===== config.mk =====
export PLATFORM = sky130hd
export DESIGN_NAME = memory_access_stage
export DESIGN_NICKNAME = d
export VERILOG_FILES = /design/src/rtl/rv_mem_pkg.sv /design/src/rtl/load_store_align.sv /design/src/rtl/memory_access_stage.sv
export SDC_FILE = /design/constraint.sdc
export NUM_CORES = 1
export LEC_CHECK = 0
export BUFFER_PORTS_ARGS = -buffer_cell sky130_fd_sc_hd__buf_2
export CELL_PAD_IN_SITES_DETAIL_PLACEMENT = 1
export CELL_PAD_IN_SITES_GLOBAL_PLACEMENT = 2
export CORE_AREA = 2 2 149 151
export CTS_BUF_LIST = sky130_fd_sc_hd__clkbuf_4
export DETAILED_ROUTE_END_ITERATION = 8
export DIE_AREA = 0 0 151 153
export GPL_ROUTABILITY_DRIVEN = 0
export HOLD_SLACK_MARGIN = 0.03
export PLACE_DENSITY = 0.83
export SYNTH_ARGS = -nofsm -noshare
export SYNTH_HDL_FRONTEND = slang
export SYNTH_SLANG_ARGS = --single-unit

===== constraint.sdc =====
create_clock -name clk_i -period 5.2 [get_ports clk_i]
set_clock_uncertainty 0.1 [all_clocks]
set_input_delay 1.04 -clock clk_i [delete_from_list [all_inputs] [get_ports clk_i]]
set_output_delay 1.04 -clock clk_i [all_outputs]
set_load 0.01 [all_outputs]

===== src/rtl/rv_mem_pkg.sv =====
// Shared encodings for the MEM stage: load/store size codes and the
// memory-handshake FSM states.
package rv_mem_pkg;

    localparam logic [2:0] F3_B  = 3'b000;
    localparam logic [2:0] F3_H  = 3'b001;
    localparam logic [2:0] F3_W  = 3'b010;
    localparam logic [2:0] F3_BU = 3'b100;
    localparam logic [2:0] F3_HU = 3'b101;

    typedef enum logic {
        ST_IDLE = 1'b0,
        ST_WAIT = 1'b1
    } mem_state_e;

endpackage


===== src/rtl/load_store_align.sv =====
// Combinational lane steering for the data port: byte enables and replicated
// store data, load extraction with sign/zero extension, misalignment detect.
module load_store_align
    import rv_mem_pkg::*;
(
    input  logic [2:0]  funct3_i,
    input  logic [1:0]  addr_lo_i,
    input  logic [31:0] store_data_i,
    input  logic [31:0] load_word_i,
    output logic [3:0]  be_o,
    output logic [31:0] wdata_o,
    output logic [31:0] load_data_o,
    output logic        misalign_o
);

    logic [7:0]  byte_s;
    logic [15:0] half_s;

    // Pick the addressed byte and half out of the returned word.
    always_comb begin
        byte_s = 8'h00;
        case (addr_lo_i)
            2'd0:    byte_s = load_word_i[7:0];
            2'd1:    byte_s = load_word_i[15:8];
            2'd2:    byte_s = load_word_i[23:16];
            2'd3:    byte_s = load_word_i[31:24];
            default: byte_s = 8'h00;
        endcase
        if (addr_lo_i[1]) begin
            half_s = load_word_i[31:16];
        end else begin
            half_s = load_word_i[15:0];
        end
    end

    // Size-dependent formatting; any unlisted funct3 behaves as a word access.
    always_comb begin
        be_o        = 4'b1111;
        wdata_o     = store_data_i;
        load_data_o = load_word_i;
        misalign_o  = 1'b0;
        case (funct3_i)
            F3_B, F3_BU: begin
                be_o    = 4'b0001 << addr_lo_i;
                wdata_o = {4{store_data_i[7:0]}};
                if (funct3_i == F3_B) begin
                    load_data_o = {{24{byte_s[7]}}, byte_s};
                end else begin
                    load_data_o = {24'h000000, byte_s};
                end
            end
            F3_H, F3_HU: begin
                misalign_o = addr_lo_i[0];
                if (addr_lo_i[1]) begin
                    be_o = 4'b1100;
                end else begin
                    be_o = 4'b0011;
                end
                wdata_o = {2{store_data_i[15:0]}};
                if (funct3_i == F3_H) begin
                    load_data_o = {{16{half_s[15]}}, half_s};
                end else begin
                    load_data_o = {16'h0000, half_s};
                end
            end
            default: begin
                misalign_o  = (addr_lo_i != 2'b00);
                be_o        = 4'b1111;
                wdata_o     = store_data_i;
                load_data_o = load_word_i;
            end
        endcase
    end

endmodule


===== src/rtl/memory_access_stage.sv =====
// RISC-V MEM stage: ready-handshaked data-memory port with timeout abort,
// upstream stall generation and the MEM/WB pipeline register.
module memory_access_stage
    import rv_mem_pkg::*;
#(
    parameter int TIMEOUT = 16,
    parameter int CNT_W   = 5
) (
    input  logic        clk_i,
    input  logic        reset_i,
    input  logic        Reg_w_i,
    input  logic        M_to_R_i,
    input  logic        Mem_W_i,
    input  logic        Mem_Rd_i,
    input  logic        Jal_i,
    input  logic [2:0]  funct3_i,
    input  logic [31:0] ALU_result_i,
    input  logic [31:0] Reg2_data_i,
    input  logic [4:0]  RegD_i,
    input  logic [31:0] PC_p4_i,
    input  logic        dmem_ready_i,
    input  logic [31:0] dmem_rdata_i,
    output logic        dmem_req_o,
    output logic        dmem_we_o,
    output logic [31:0] dmem_addr_o,
    output logic [3:0]  dmem_be_o,
    output logic [31:0] dmem_wdata_o,
    output logic        stall_o,
    output logic        Reg_w_o,
    output logic        M_to_R_o,
    output logic        Jal_o,
    output logic [4:0]  RegD_o,
    output logic [31:0] ALU_result_o,
    output logic [31:0] Mem_data_o,
    output logic [31:0] PC_p4_o,
    output logic        misalign_o,
    output logic        bus_err_o
);

    localparam logic [CNT_W-1:0] CNT_LIMIT = CNT_W'(TIMEOUT);

    mem_state_e       state_q, state_d;
    logic [CNT_W-1:0] cnt_q, cnt_d;

    logic        mem_op_s;
    logic        misalign_s;
    logic [31:0] load_data_s;
    logic        req_s;
    logic        stall_s;
    logic        latch_s;
    logic        abort_s;
    logic        drop_s;

    logic        reg_w_q;
    logic        m_to_r_q;
    logic        jal_q;
    logic [4:0]  regd_q;
    logic [31:0] alu_q;
    logic [31:0] mem_data_q;
    logic [31:0] pc_p4_q;
    logic        misalign_q;
    logic        bus_err_q;

    assign mem_op_s = Mem_Rd_i | Mem_W_i;

    load_store_align u_align (
        .funct3_i     (funct3_i),
        .addr_lo_i    (ALU_result_i[1:0]),
        .store_data_i (Reg2_data_i),
        .load_word_i  (dmem_rdata_i),
        .be_o         (dmem_be_o),
        .wdata_o      (dmem_wdata_o),
        .load_data_o  (load_data_s),
        .misalign_o   (misalign_s)
    );

    // FSM state and wait-cycle counter.
    always_ff @(posedge clk_i) begin
        if (!reset_i) begin
            state_q <= ST_IDLE;
            cnt_q   <= '0;
        end else begin
            state_q <= state_d;
            cnt_q   <= cnt_d;
        end
    end

    // Next state: enter WAIT on an aligned access the memory did not accept.
    always_comb begin
        state_d = state_q;
        cnt_d   = '0;
        case (state_q)
            ST_IDLE: begin
                if (mem_op_s && !misalign_s && !dmem_ready_i) begin
                    state_d = ST_WAIT;
                    cnt_d   = CNT_W'(1);
                end else begin
                    state_d = ST_IDLE;
                end
            end
            ST_WAIT: begin
                if (dmem_ready_i || (cnt_q == CNT_LIMIT)) begin
                    state_d = ST_IDLE;
                end else begin
                    state_d = ST_WAIT;
                    cnt_d   = cnt_q + CNT_W'(1);
                end
            end
            default: begin
                state_d = ST_IDLE;
            end
        endcase
    end

    // Port and pipeline control; reset kills the request in the same cycle.
    always_comb begin
        req_s   = 1'b0;
        stall_s = 1'b0;
        latch_s = 1'b0;
        abort_s = 1'b0;
        drop_s  = 1'b0;
        if (!reset_i) begin
            req_s = 1'b0;
        end else begin
            case (state_q)
                ST_IDLE: begin
                    if (!mem_op_s) begin
                        latch_s = 1'b1;
                    end else if (misalign_s) begin
                        drop_s = 1'b1;
                    end else begin
                        req_s   = 1'b1;
                        latch_s = dmem_ready_i;
                        stall_s = !dmem_ready_i;
                    end
                end
                ST_WAIT: begin
                    req_s = 1'b1;
                    if (dmem_ready_i) begin
                        latch_s = 1'b1;
                    end else if (cnt_q == CNT_LIMIT) begin
                        abort_s = 1'b1;
                    end else begin
                        stall_s = 1'b1;
                    end
                end
                default: begin
                    req_s = 1'b0;
                end
            endcase
        end
    end

    assign dmem_req_o  = req_s;
    assign dmem_we_o   = Mem_W_i & req_s;
    assign dmem_addr_o = {ALU_result_i[31:2], 2'b00};
    assign stall_o     = stall_s;

    // MEM/WB register: bubbles clear only the control bits, data fields hold.
    always_ff @(posedge clk_i) begin
        if (!reset_i) begin
            reg_w_q    <= 1'b0;
            m_to_r_q   <= 1'b0;
            jal_q      <= 1'b0;
            regd_q     <= 5'd0;
            alu_q      <= 32'h0000_0000;
            mem_data_q <= 32'h0000_0000;
            pc_p4_q    <= 32'h0000_0000;
            misalign_q <= 1'b0;
            bus_err_q  <= 1'b0;
        end else begin
            misalign_q <= drop_s;
            bus_err_q  <= abort_s;
            if (latch_s) begin
                reg_w_q    <= Reg_w_i;
                m_to_r_q   <= M_to_R_i;
                jal_q      <= Jal_i;
                regd_q     <= RegD_i;
                alu_q      <= ALU_result_i;
                mem_data_q <= load_data_s;
                pc_p4_q    <= PC_p4_i;
            end else begin
                reg_w_q  <= 1'b0;
                m_to_r_q <= 1'b0;
                jal_q    <= 1'b0;
            end
        end
    end

    assign Reg_w_o      = reg_w_q;
    assign M_to_R_o     = m_to_r_q;
    assign Jal_o        = jal_q;
    assign RegD_o       = regd_q;
    assign ALU_result_o = alu_q;
    assign Mem_data_o   = mem_data_q;
    assign PC_p4_o      = pc_p4_q;
    assign misalign_o   = misalign_q;
    assign bus_err_o    = bus_err_q;

endmodule


==> impl_results.rst <==
.. list-table::
   :header-rows: 1

   * - Metric
     - Value
   * - Pwr Total
     - 1.846 mW
   * - Clock Tree Root
     - sky130_fd_sc_hd__clkbuf_4
   * - Length of routed met3 wiring
     - 1952 um
   * - Fmax
     - 282.2 MHz
   * - Final worst-path cycle share
     - 68.15%
   * - Hold violation total from the final report
     - 0
   * - Share of flip-flops with an asynchronous set or reset
     - 0%
   * - Unrepaired setup endpoints after global routing
     - no
   * - # setup viols final
     - 0
   * - Top Ports
     - 321
   * - Share of the synthesized area in the top cell type
     - 42.13%
   * - Layout-stage area growth over the synthesis result
     - 30.51%
   * - Post-route DRC violation count
     - 0
   * - Total routing usage reported by global routing
     - 16.15%
   * - Largest net degree at the start of global routing
     - 60
   * - Cts bufs inserted
     - 9
   * - Most frequent cells in the layout
     - sky130_fd_sc_hd__buf_2, sky130_fd_sc_hd__nand2_1, sky130_fd_sc_hd__dfxtp_1
   * - Max Cap Violations
     - 0
   * - Count of routing violations after the opening detailed-route iteration
     - 166
   * - Critical path class
     - input port to output pin
   * - Critical Path End Type
     - output pin
   * - Ys Warns
     - 0
   * - Die Wd
     - 151 um
   * - Initial antenna violation count
     - 3
   * - Post-CTS setup buffer count
     - 0
   * - Actual transition at the worst max-transition pin
     - 1.094 ns
   * - Leakage
     - 3.395 nW
   * - Number of instances in the synthesized netlist
     - 665
   * - Die Y-Extent
     - 153 um
   * - Core area
     - 0.02149 mm^2
   * - Worst skew pair latency
     - 0.47 ns
   * - Routed WL per cell
     - 16.05 um
   * - Crit Reg-Reg Endpoint
     - RegD_o[3]
   * - Max Fanout on Critical Path
     - 54
   * - End point of the worst hold path
     - ALU_result_o[1]
   * - Sort of element at the start of the critical path
     - input port
   * - Post-route setup TNS
     - 0 ns
   * - Num rows
     - 54
   * - Final-layout fill cell count
     - 2743
   * - Total gr overflow
     - 0
   * - Leading cell type in the layout, fill and taps excluded
     - sky130_fd_sc_hd__buf_2
   * - # hold bufs at CTS
     - 0
   * - DPL Wire Length
     - 14730 um
   * - Share of synthesized area occupied by flip-flops and latches
     - 42.13%
   * - Total via count after detailed routing
     - 5446
   * - Critical Path AT
     - 2.40 ns
   * - Worst relative slew slack
     - 26.78%
   * - Initial standard-cell utilization of the core
     - 24.77%
   * - VDD IR max
     - 133.6 uV
   * - Maximum buffer depth of the clock tree
     - 2
   * - Count of pins over their slew limit
     - 0
   * - Proportion of layout cells with a drive suffix above 1
     - 40.09%
   * - Syn avg cell area
     - 8.004 um^2
   * - Highest metal layer with signal wires
     - met4
   * - Vias per cell
     - 4.538
   * - R2R setup slack
     - 2.78 ns
   * - Crit path required time
     - 4.06 ns
   * - Clock slew seen by the registers of the worst setup and hold paths
     - 0.18 ns
   * - Depth of the CTS H-tree
     - 3
   * - Number of search-and-repair iterations in the first detailed-routing pass
     - 4
   * - Sequential cell area
     - 0.002242 mm^2
   * - Master of the slowest instance on the critical path
     - sky130_fd_sc_hd__buf_4
   * - DRT antenna net count
     - 0
   * - Distinct cell type count after synthesis
     - 40
   * - DIE AREA
     - 0.02310 mm^2
   * - Number of sinks driven by the clock tree
     - 112
   * - Top cell type by total area after synthesis
     - sky130_fd_sc_hd__dfxtp_1
   * - Amount of wire on met2 after detailed routing
     - 9258 um
   * - Reg-to-reg critical path startpoint
     - state_q
   * - Final layout net count
     - 1059
   * - Final Routed Wirelength
     - 19270 um
   * - Footprint of the multi-input gates
     - 0.002515 mm^2
   * - Port bufs
     - 318
   * - Main area contributors after synthesis
     - sky130_fd_sc_hd__dfxtp_1, sky130_fd_sc_hd__nand2_1, sky130_fd_sc_hd__a21boi_0
   * - Gates resized, CTS repair
     - 0
   * - Largest stage delay on the critical path
     - 0.52 ns
   * - Cell count of the worst reg-to-reg path
     - 5
   * - Minimum clock period after layout
     - 3.544 ns
   * - First-pass GRT wire length
     - 29430 um
   * - Routed length on met1
     - 7949 um
   * - Clock tree from TritonCTS
     - done
   * - Netlist area before placement
     - 0.005323 mm^2
   * - Most common cell on crit path
     - sky130_fd_sc_hd__buf_2
   * - Flip-flop and latch count after synthesis
     - 112
   * - Worst hold-check path type
     - flop to flop
   * - Number of enable-type register cells in the synthesized netlist
     - 0
   * - Hold Path Cell Cnt
     - 2
   * - Start point of the worst min-delay path
     - ALU_result_o[1]
   * - Power density over the cells
     - 265.8 mW/mm^2
   * - Most used DFF post-synth
     - sky130_fd_sc_hd__dfxtp_1
   * - Outcome
     - finished, final reports clean
   * - Chain of cells forming the critical path
     - buf_2, buf_4, inv_1, o21ai_0, buf_2
   * - Number of global-route vias before repair
     - 5416
## Yosys cell counts, types with 2 or more instances
master / count
sky130_fd_sc_hd__o21ai_0: 38
sky130_fd_sc_hd__buf_1: 4
sky130_fd_sc_hd__buf_2: 26
sky130_fd_sc_hd__mux2i_1: 10
sky130_fd_sc_hd__buf_4: 40
sky130_fd_sc_hd__xor2_1: 2
sky130_fd_sc_hd__o221a_2: 7
sky130_fd_sc_hd__inv_1: 13
sky130_fd_sc_hd__nand2_1: 201
sky130_fd_sc_hd__mux2_2: 16
sky130_fd_sc_hd__or3_1: 2
sky130_fd_sc_hd__nor2b_1: 2
sky130_fd_sc_hd__nand3_1: 5
sky130_fd_sc_hd__a21oi_1: 40
sky130_fd_sc_hd__nor2_1: 16
sky130_fd_sc_hd__ha_1: 2
sky130_fd_sc_hd__dfxtp_1: 112
sky130_fd_sc_hd__and3_1: 3
sky130_fd_sc_hd__o221ai_1: 7
sky130_fd_sc_hd__nand3b_1: 5
sky130_fd_sc_hd__clkbuf_1: 18
sky130_fd_sc_hd__a221oi_1: 7
sky130_fd_sc_hd__nand2b_1: 4
sky130_fd_sc_hd__a21boi_0: 69
## registers in the layout, indices dropped and copies added, names as in the netlist
signal,cells
ALU_result_o,32
Jal_o,1
M_to_R_o,1
Mem_data_o,32
PC_p4_o,32
RegD_o,5
Reg_w_o,1
bus_err_o,1
cnt_q,5
misalign_o,1
state_q,1
## stage by stage
step	hold slack, ns	std cells	utilization [%]	cell area (um^2)	worst slack [ns]
final	0.3725	1200	32.33	6947	1.656
after CTS	0.3766	1198	32.31	6942	1.653
after global placement	0.3453	1182	31.74	6820	1.403
after global routing	0.3912	1199	32.32	6944	1.509
after detailed placement	0.3553	1182	31.74	6820	1.285
after floorplan	0.3574	666	-	5326	1.984
## final cells by class
class | count | share of cell area (%)
Antenna cell | 2 | 0.07205
Clock buffer | 9 | 0.9726
Multi-Input combinational cell | 451 | 36.20
Sequential cell | 112 | 32.28
Clock inverter | 7 | 0.7745
Inverter | 13 | 0.7024
Tap cell | 280 | 5.043
Timing Repair Buffer | 326 | 23.96
## per-layer routing
layer,vias to the layer above,track usage [%]
met5,-,0
met4,0,2.537
met3,7,5.731
met2,218,28.10
met1,2535,19.41
li1,2686,-
## worst max path at each step
| stage | start | endpoint | slack (ns) | depth (start not counted) |
|---|---|---|---|---|
| detailed placement | funct3_i[0] | PC_p4_o[6] | 1.28 | 8 |
| finish | funct3_i[1] | dmem_be_o[2] | 1.66 | 5 |
| floorplan | funct3_i[1] | dmem_wdata_o[17] | 1.98 | 4 |
| global route | funct3_i[1] | dmem_be_o[1] | 1.51 | 5 |
| CTS | funct3_i[1] | dmem_be_o[1] | 1.65 | 5 |
| global placement | funct3_i[0] | RegD_o[2] | 1.40 | 8 |
## critical path, delay by kind of cell
family / cells / cell delay, ns
AOI/OAI and AO/OA: 1 / 0.15
buffers and inverters: 4 / 1.20
## cells by family after synthesis
group / count (synthesis) / synth area share [%]
simple gates: 242 / 18.36
compound gates: 176 / 22.36
flops: 112 / 42.13
buf+inv: 103 / 10.86
mux: 26 / 5.266
xor+xnor: 3 / 0.4937
fa+ha+maj: 2 / 0.4701
other cells: 1 / 0.07045
## where the power goes
group          internal (mW)  switching (mW)  total [mW]
clock network          0.104           0.317       0.421
registers              0.926          0.0326       0.959
logic                  0.191           0.276       0.466
No activity file was read; power rests on OpenSTA's default activity.
